### src/rtl/serdes_pkg.sv
`default_nettype none
// ============================================================================
// serdes_pkg : widths and helpers shared by the serializer/deserializer pair
// Rev 1.0
// ============================================================================
package serdes_pkg;

  localparam int DEF_NARROW_W = 32;
  localparam int DEF_WIDE_W   = 512;

  function automatic int nseg(input int wide, input int narrow);
    return wide / narrow;
  endfunction

  function automatic int cnt_w(input int n);
    return $clog2(n);
  endfunction

endpackage
`default_nettype wire

### src/rtl/deserializer_if.sv
`default_nettype none
// ============================================================================
// deserializer_if : narrow-beat input and wide-word pop handshake bundle
// Rev 1.0
// ============================================================================
interface deserializer_if
  import serdes_pkg::*;
#(
  parameter int in_bit_width  = DEF_NARROW_W,
  parameter int out_bit_width = DEF_WIDE_W
);
  logic                     write_data;
  logic [in_bit_width-1:0]  data_in;
  logic                     read_data;
  logic                     data_ready;
  logic [out_bit_width-1:0] data_out;
  logic                     overflow;

  modport master (
    output write_data, data_in, read_data,
    input  data_ready, data_out, overflow
  );

  modport slave (
    input  write_data, data_in, read_data,
    output data_ready, data_out, overflow
  );
endinterface
`default_nettype wire

### src/rtl/serdes_word_fifo.sv
`default_nettype none
// ============================================================================
// serdes_word_fifo : show-ahead word FIFO, pop is honoured before push when full
// Rev 1.0
// ============================================================================
module serdes_word_fifo
  import serdes_pkg::*;
#(
  parameter int width = DEF_WIDE_W,
  parameter int depth = 2
) (
  input  wire logic             clk,
  input  wire logic             reset,
  input  wire logic             i_push,
  input  wire logic             i_pop,
  input  wire logic [width-1:0] i_din,
  output logic      [width-1:0] o_head,
  output logic                  o_full,
  output logic                  o_empty
);
  localparam int PTR_W = cnt_w(depth);

  logic [width-1:0] r_mem [depth];
  logic [PTR_W-1:0] r_wr_ptr;
  logic [PTR_W-1:0] r_rd_ptr;
  logic [PTR_W:0]   r_count;

  logic w_pop;
  logic w_push;

  assign o_empty = (r_count == '0);
  assign o_full  = (r_count == (PTR_W+1)'(depth));
  assign o_head  = r_mem[r_rd_ptr];

  // A pop frees the slot the concurrent push needs, so full does not block it.
  assign w_pop  = i_pop && !o_empty;
  assign w_push = i_push && (!o_full || w_pop);

  always_ff @(posedge clk or posedge reset) begin
    if (reset) begin
      for (int k = 0; k < depth; k++) begin
        r_mem[k] <= '0;
      end
      r_wr_ptr <= '0;
      r_rd_ptr <= '0;
      r_count  <= '0;
    end else begin
      if (w_push) begin
        r_mem[r_wr_ptr] <= i_din;
        r_wr_ptr        <= r_wr_ptr + PTR_W'(1);
      end
      if (w_pop) begin
        r_rd_ptr <= r_rd_ptr + PTR_W'(1);
      end
      case ({w_push, w_pop})
        2'b10:   r_count <= r_count + (PTR_W+1)'(1);
        2'b01:   r_count <= r_count - (PTR_W+1)'(1);
        default: r_count <= r_count;
      endcase
    end
  end
endmodule
`default_nettype wire

### src/rtl/deserializer.sv
`default_nettype none
// ============================================================================
// deserializer : gathers NSEG narrow beats (LS slot first) into one wide word
// Rev 1.0
// ============================================================================
module deserializer
  import serdes_pkg::*;
#(
  parameter int in_bit_width  = DEF_NARROW_W,
  parameter int out_bit_width = DEF_WIDE_W,
  parameter int out_depth     = 2
) (
  input wire logic clk,
  input wire logic reset,
  deserializer_if.slave bus
);
  localparam int NSEG  = nseg(out_bit_width, in_bit_width);
  localparam int SEG_W = cnt_w(NSEG);
  localparam int ASM_W = (NSEG - 1) * in_bit_width;

  if ((out_bit_width % in_bit_width) != 0 || NSEG < 2 ||
      out_depth < 2 || (out_depth & (out_depth - 1)) != 0) begin : g_param_err
    $error("deserializer: illegal width/depth parameters");
  end

  logic [SEG_W-1:0]         r_seg_cnt;
  logic [ASM_W-1:0]         r_asm;
  logic                     r_overflow;

  logic                     w_last;
  logic [out_bit_width-1:0] w_word;
  logic                     w_full;
  logic                     w_empty;
  logic                     w_drop;

  assign w_last = bus.write_data && (r_seg_cnt == SEG_W'(NSEG - 1));
  assign w_word = {bus.data_in, r_asm};
  // Dropped only if the FIFO stays full through this edge (no pop alongside).
  assign w_drop = w_last && w_full && !(bus.read_data && !w_empty);

  always_ff @(posedge clk or posedge reset) begin
    if (reset) begin
      r_seg_cnt  <= '0;
      r_asm      <= '0;
      r_overflow <= 1'b0;
    end else begin
      if (bus.write_data) begin
        if (w_last) begin
          r_seg_cnt <= '0;
        end else begin
          r_seg_cnt <= r_seg_cnt + SEG_W'(1);
          for (int k = 0; k < NSEG - 1; k++) begin
            if (r_seg_cnt == SEG_W'(k)) begin
              r_asm[k*in_bit_width +: in_bit_width] <= bus.data_in;
            end
          end
        end
      end
      if (w_drop) begin
        r_overflow <= 1'b1;
      end
    end
  end

  serdes_word_fifo #(
    .width (out_bit_width),
    .depth (out_depth)
  ) u_fifo (
    .clk     (clk),
    .reset   (reset),
    .i_push  (w_last),
    .i_pop   (bus.read_data),
    .i_din   (w_word),
    .o_head  (bus.data_out),
    .o_full  (w_full),
    .o_empty (w_empty)
  );

  assign bus.data_ready = !w_empty;
  assign bus.overflow   = r_overflow;
endmodule
`default_nettype wire

### src/flat_wrapper.sv
// flat-port wrapper written by rule: the top's interface ports become plain ports
module deserializer_flat import serdes_pkg::*;
#(
  parameter int in_bit_width  = DEF_NARROW_W,
  parameter int out_bit_width = DEF_WIDE_W,
  parameter int out_depth     = 2
)
  (clk, reset, bus_write_data, bus_data_in, bus_read_data, bus_data_ready, bus_data_out, bus_overflow);
  deserializer_if #(.in_bit_width(in_bit_width), .out_bit_width(out_bit_width)) bus_i ();
  input wire logic clk;
  input wire logic reset;
  input wire logic [$bits(bus_i.write_data)-1:0] bus_write_data;
  input wire logic [$bits(bus_i.data_in)-1:0] bus_data_in;
  input wire logic [$bits(bus_i.read_data)-1:0] bus_read_data;
  output wire logic [$bits(bus_i.data_ready)-1:0] bus_data_ready;
  output wire logic [$bits(bus_i.data_out)-1:0] bus_data_out;
  output wire logic [$bits(bus_i.overflow)-1:0] bus_overflow;
  assign bus_i.write_data = bus_write_data;
  assign bus_i.data_in = bus_data_in;
  assign bus_i.read_data = bus_read_data;
  assign bus_data_ready = bus_i.data_ready;
  assign bus_data_out = bus_i.data_out;
  assign bus_overflow = bus_i.overflow;
  deserializer #(.in_bit_width(in_bit_width), .out_bit_width(out_bit_width), .out_depth(out_depth)) u_core (.clk(clk), .reset(reset), .bus(bus_i));
endmodule
### config.mk
export PLATFORM = sky130hd
export DESIGN_NAME = deserializer_flat
export DESIGN_NICKNAME = d
export VERILOG_FILES = /design/src/rtl/serdes_pkg.sv /design/src/rtl/deserializer_if.sv /design/src/rtl/serdes_word_fifo.sv /design/src/rtl/deserializer.sv /design/src/flat_wrapper.sv
export SDC_FILE = /design/constraint.sdc
export NUM_CORES = 2
export LEC_CHECK = 0
export BUFFER_PORTS_ARGS = -buffer_cell sky130_fd_sc_hd__clkbuf_2
export CAP_MARGIN = 40
export CORE_MARGIN = 1
export CORE_UTILIZATION = 60
export DETAILED_ROUTE_END_ITERATION = 10
export PLACE_DENSITY_LB_ADDON = 0.08
export SKIP_LAST_GASP = 1
export SLEW_MARGIN = 0
export SYNTH_ARGS = -nofsm -noshare
export SYNTH_HDL_FRONTEND = slang
export SYNTH_HIERARCHICAL = 1
export SYNTH_SLANG_ARGS = --single-unit
### constraint.sdc
create_clock -name clk -period 33.8 [get_ports clk]
set_clock_uncertainty 0.05 [all_clocks]
set_input_delay 1.69 -clock clk [delete_from_list [all_inputs] [get_ports clk]]
set_output_delay 1.69 -clock clk [all_outputs]
set_load 0.01 [all_outputs]
==> flow_metrics.env <==
export IMPL_core_mm2=0.109
export IMPL_die_area_mm2=0.112
export IMPL_clockRootBuffer="clkbuf_16"
export IMPL_ys_top_cells_by_area="dfrtp_1 (57%), mux2_4 (22%), mux2_2 (17%), buf_6 (1.8%), mux2_1 (0.52%)"
export IMPL_synth_top_family_by_area="multiplexers"
export IMPL_p_leak_nw=37.6
export IMPL_ys_ff_latch=1513
export IMPL_hpwl_um=103000
export IMPL_yosys_mux_area_fraction_pct=39.5
export IMPL_drv_slew=0
export IMPL_tightestPinTransition_ps=1180
export IMPL_ff_latch_area_mm2=0.0379
export IMPL_setup_tns_ps=0
export IMPL_yosys_area_top_type="dfrtp_1"
export IMPL_die_w_um=335
export IMPL_peakVddDrop_uv=51.3
export IMPL_rows=121
export IMPL_final_cells=6001
export IMPL_io_pins=550
export IMPL_areaGrowthSynthToFinish_pct=14.2
export IMPL_multi_input_area_mm2=0.0268
export IMPL_ctsHoldBuffers=0
export IMPL_max_freq_ghz=0.161
export IMPL_setup_viol_count_final=0
export IMPL_timing_final_crit_share_pct=18.4
export IMPL_grt_pass1_wl_um=243000
export IMPL_antenna_found_initial=32
export IMPL_rsz0062_at_grt="false"
export IMPL_cts_tree="yes"
export IMPL_clock_insertion_delay_worst_skew_ps=750
export IMPL_place_ws_ps=27400
export IMPL_yosysWarnings=6
export IMPL_cts_setup_buffers=0
export IMPL_yosysTopAreaCellShare_pct=56.9
export IMPL_clockBufferDepth=3
export IMPL_cts_buffers_inserted=156
export IMPL_grtUsageTotal_pct=29.4
export IMPL_required_ps=32060
export IMPL_port_buffers=549
export IMPL_synthAdderAreaFrac_pct=0.0752
export IMPL_syn_cell_area_mm2=0.0665
export IMPL_drc_errors=0
export IMPL_power_density_mw_per_mm2=83.4
export IMPL_wl_um=163000
export IMPL_synth_xor_area_share_pct=0.0395
export IMPL_endpoint_kind="output pin"
export IMPL_crit_type="register to output pin"
export IMPL_drt_pass1_iter_count=7
export IMPL_hold_viol=0
export IMPL_holdWs_ps=435
export IMPL_cp_start_kind="register"
export IMPL_ys_top_cells_by_count="dfrtp_1 (1513), mux2_2 (1025), mux2_4 (960)"
export IMPL_grt_pass1_vias=36200
export IMPL_postSynth_asyncResetShare_pct=100
export IMPL_layout_setup_ws_ps=27590
export IMPL_synth_edf_count=0
export IMPL_dp_cells=5718
export IMPL_seq_area_frac_synth_pct=56.9
export IMPL_post_route_min_period_ps=6210
export IMPL_yosys_area_share_simple_pct=0.425
export IMPL_synth_compound_area_share_pct=0.0771
export IMPL_nFillCells=7427
export IMPL_cts_resized=0
export IMPL_cts_sinks=1513
export IMPL_vias=34500
export IMPL_synth_cell_types=35
export IMPL_path_clk_slew_ps=60
export IMPL_yosys_cell_count_top_type="dfrtp_1"
export IMPL_synth_flop_cell="dfrtp_1"
export IMPL_start_util_pct=60.8
export IMPL_cap_violations=0
export IMPL_finalNetCount=4440
export IMPL_synth_nets=3888
export IMPL_cp_max_fo=53
export IMPL_globalplace_congestion=0.758
export IMPL_grt_start_max_net_pins=163
export IMPL_wl_per_cell_um=27.2
export IMPL_layout_drive_gt1_share_pct=64.2
export IMPL_drt_initial_drc_count=2002
export IMPL_final_antenna_net_count=0
export IMPL_status="completed"
export IMPL_slew_limit_headroom_pct=21.1
export IMPL_syn_area_per_cell_um2=17.3
export IMPL_htreeDepth=4
export IMPL_cp_arrival_ps=4470
export IMPL_postSynthCellCount=3848
export IMPL_grt_overflow=0
export IMPL_viasPerCell=5.75
export IMPL_worstHoldPathType="register to register"
export IMPL_die_y_um=335
==> stage by stage <==
| step | cell area [µm²] | util [%] | power [W] |
|---|---|---|---|
| final | 76000 | 69.4 | 0.00633 |
| after global routing | 75900 | 69.4 | 0.00662 |
| after CTS | 75900 | 69.4 | 0.00638 |
| after detailed placement | 70800 | 64.7 | 0.00465 |
| after global placement | 69800 | 63.7 | 0.00456 |
| after floorplan | 66500 | - | 0.00405 |
==> flip-flops by register name (all words and copies together) (netlist names) <==
| signal | cells |
|---|---|
| u_core/r_seg_cnt | 4 |
| u_core/u_fifo/r_rd_ptr | 1 |
| u_core/bus.overflow | 1 |
| u_core/u_fifo/r_count | 2 |
| u_core/u_fifo/r_mem | 1024 |
| u_core/u_fifo/r_wr_ptr | 1 |
| u_core/r_asm | 480 |
==> cell usage in the layout, fill, tap and decap left out, types with 4 or more instances in the layout <==
master and count:
buf_12 24, buf_16 26, buf_4 48, bufinv_16 5, clkbuf_1 31, clkbuf_16 162
clkbuf_2 549, clkbuf_8 42, clkinv_2 24, clkinvlp_4 6, dfrtp_1 1512, diode_2 6
ha_1 4, inv_1 4, inv_6 6, mux2_1 31, mux2_2 1025, mux2_4 960
nand2_1 11, nand3_2 4, nor2_1 4, o21ai_0 4
==> cells by family after synthesis <==
family	count (synthesis)
multiplexers	2017
flip-flops	1513
buffers and inverters	259
AND/OR/NAND/NOR	43
AO/OA/AOI/OAI	9
adder cells (fa/ha/maj)	4
XOR/XNOR	3
==> power by group <==
part | switching (W) | internal, W | total, W
Clock | 0.000702 | 0.00101 | 0.00171
Sequential | 0.000413 | 0.00241 | 0.00283
Combinational | 0.000745 | 0.00105 | 0.00180
==> final cells by class <==
class / instances / area share, %
sequential: 1513 / 49.8
inverter: 6 / 0.0494
clock buffer: 235 / 6.25
multi-input combinational: 2076 / 35.2
tap: 1476 / 2.43
timing repair buffer: 647 / 5.67
antenna: 6 / 0.0198
clock inverter: 42 / 0.506
==> worst paths after layout <==
path	cells after the start	startpoint	end	slack, ps
worst min register to register	1	u_core/u_fifo/r_mem[470]	u_core/u_fifo/r_mem[470]	430
min in group asynchronous	2	reset	u_core/u_fifo/r_mem[443]	1020
worst min-delay path	1	u_core/u_fifo/r_mem[470]	u_core/u_fifo/r_mem[470]	430
worst max-delay path	6	u_core/u_fifo/r_rd_ptr	bus_data_out[327]	27590
worst max register to register	8	u_core/r_seg_cnt[1]	u_core/u_fifo/r_mem[998]	28480
max in group asynchronous	6	reset	u_core/u_fifo/r_rd_ptr	28910
==> critical path, stage by stage (launching register included) <==
cell      delay, ps
dfrtp_4         780
buf_4           480
buf_16          320
buf_4           660
buf_4           710
mux2_2          440
clkbuf_2        140
==> routing by layer <==
layer	wire length, µm	GRT usage, %	vias to the layer above
met5	27	0	-
met4	5950	11.1	4
met3	9030	5.37	272
met2	75500	45.0	942
met1	72500	42.0	18500
li1	-	-	14800
Power figures use the tool's default switching activity.
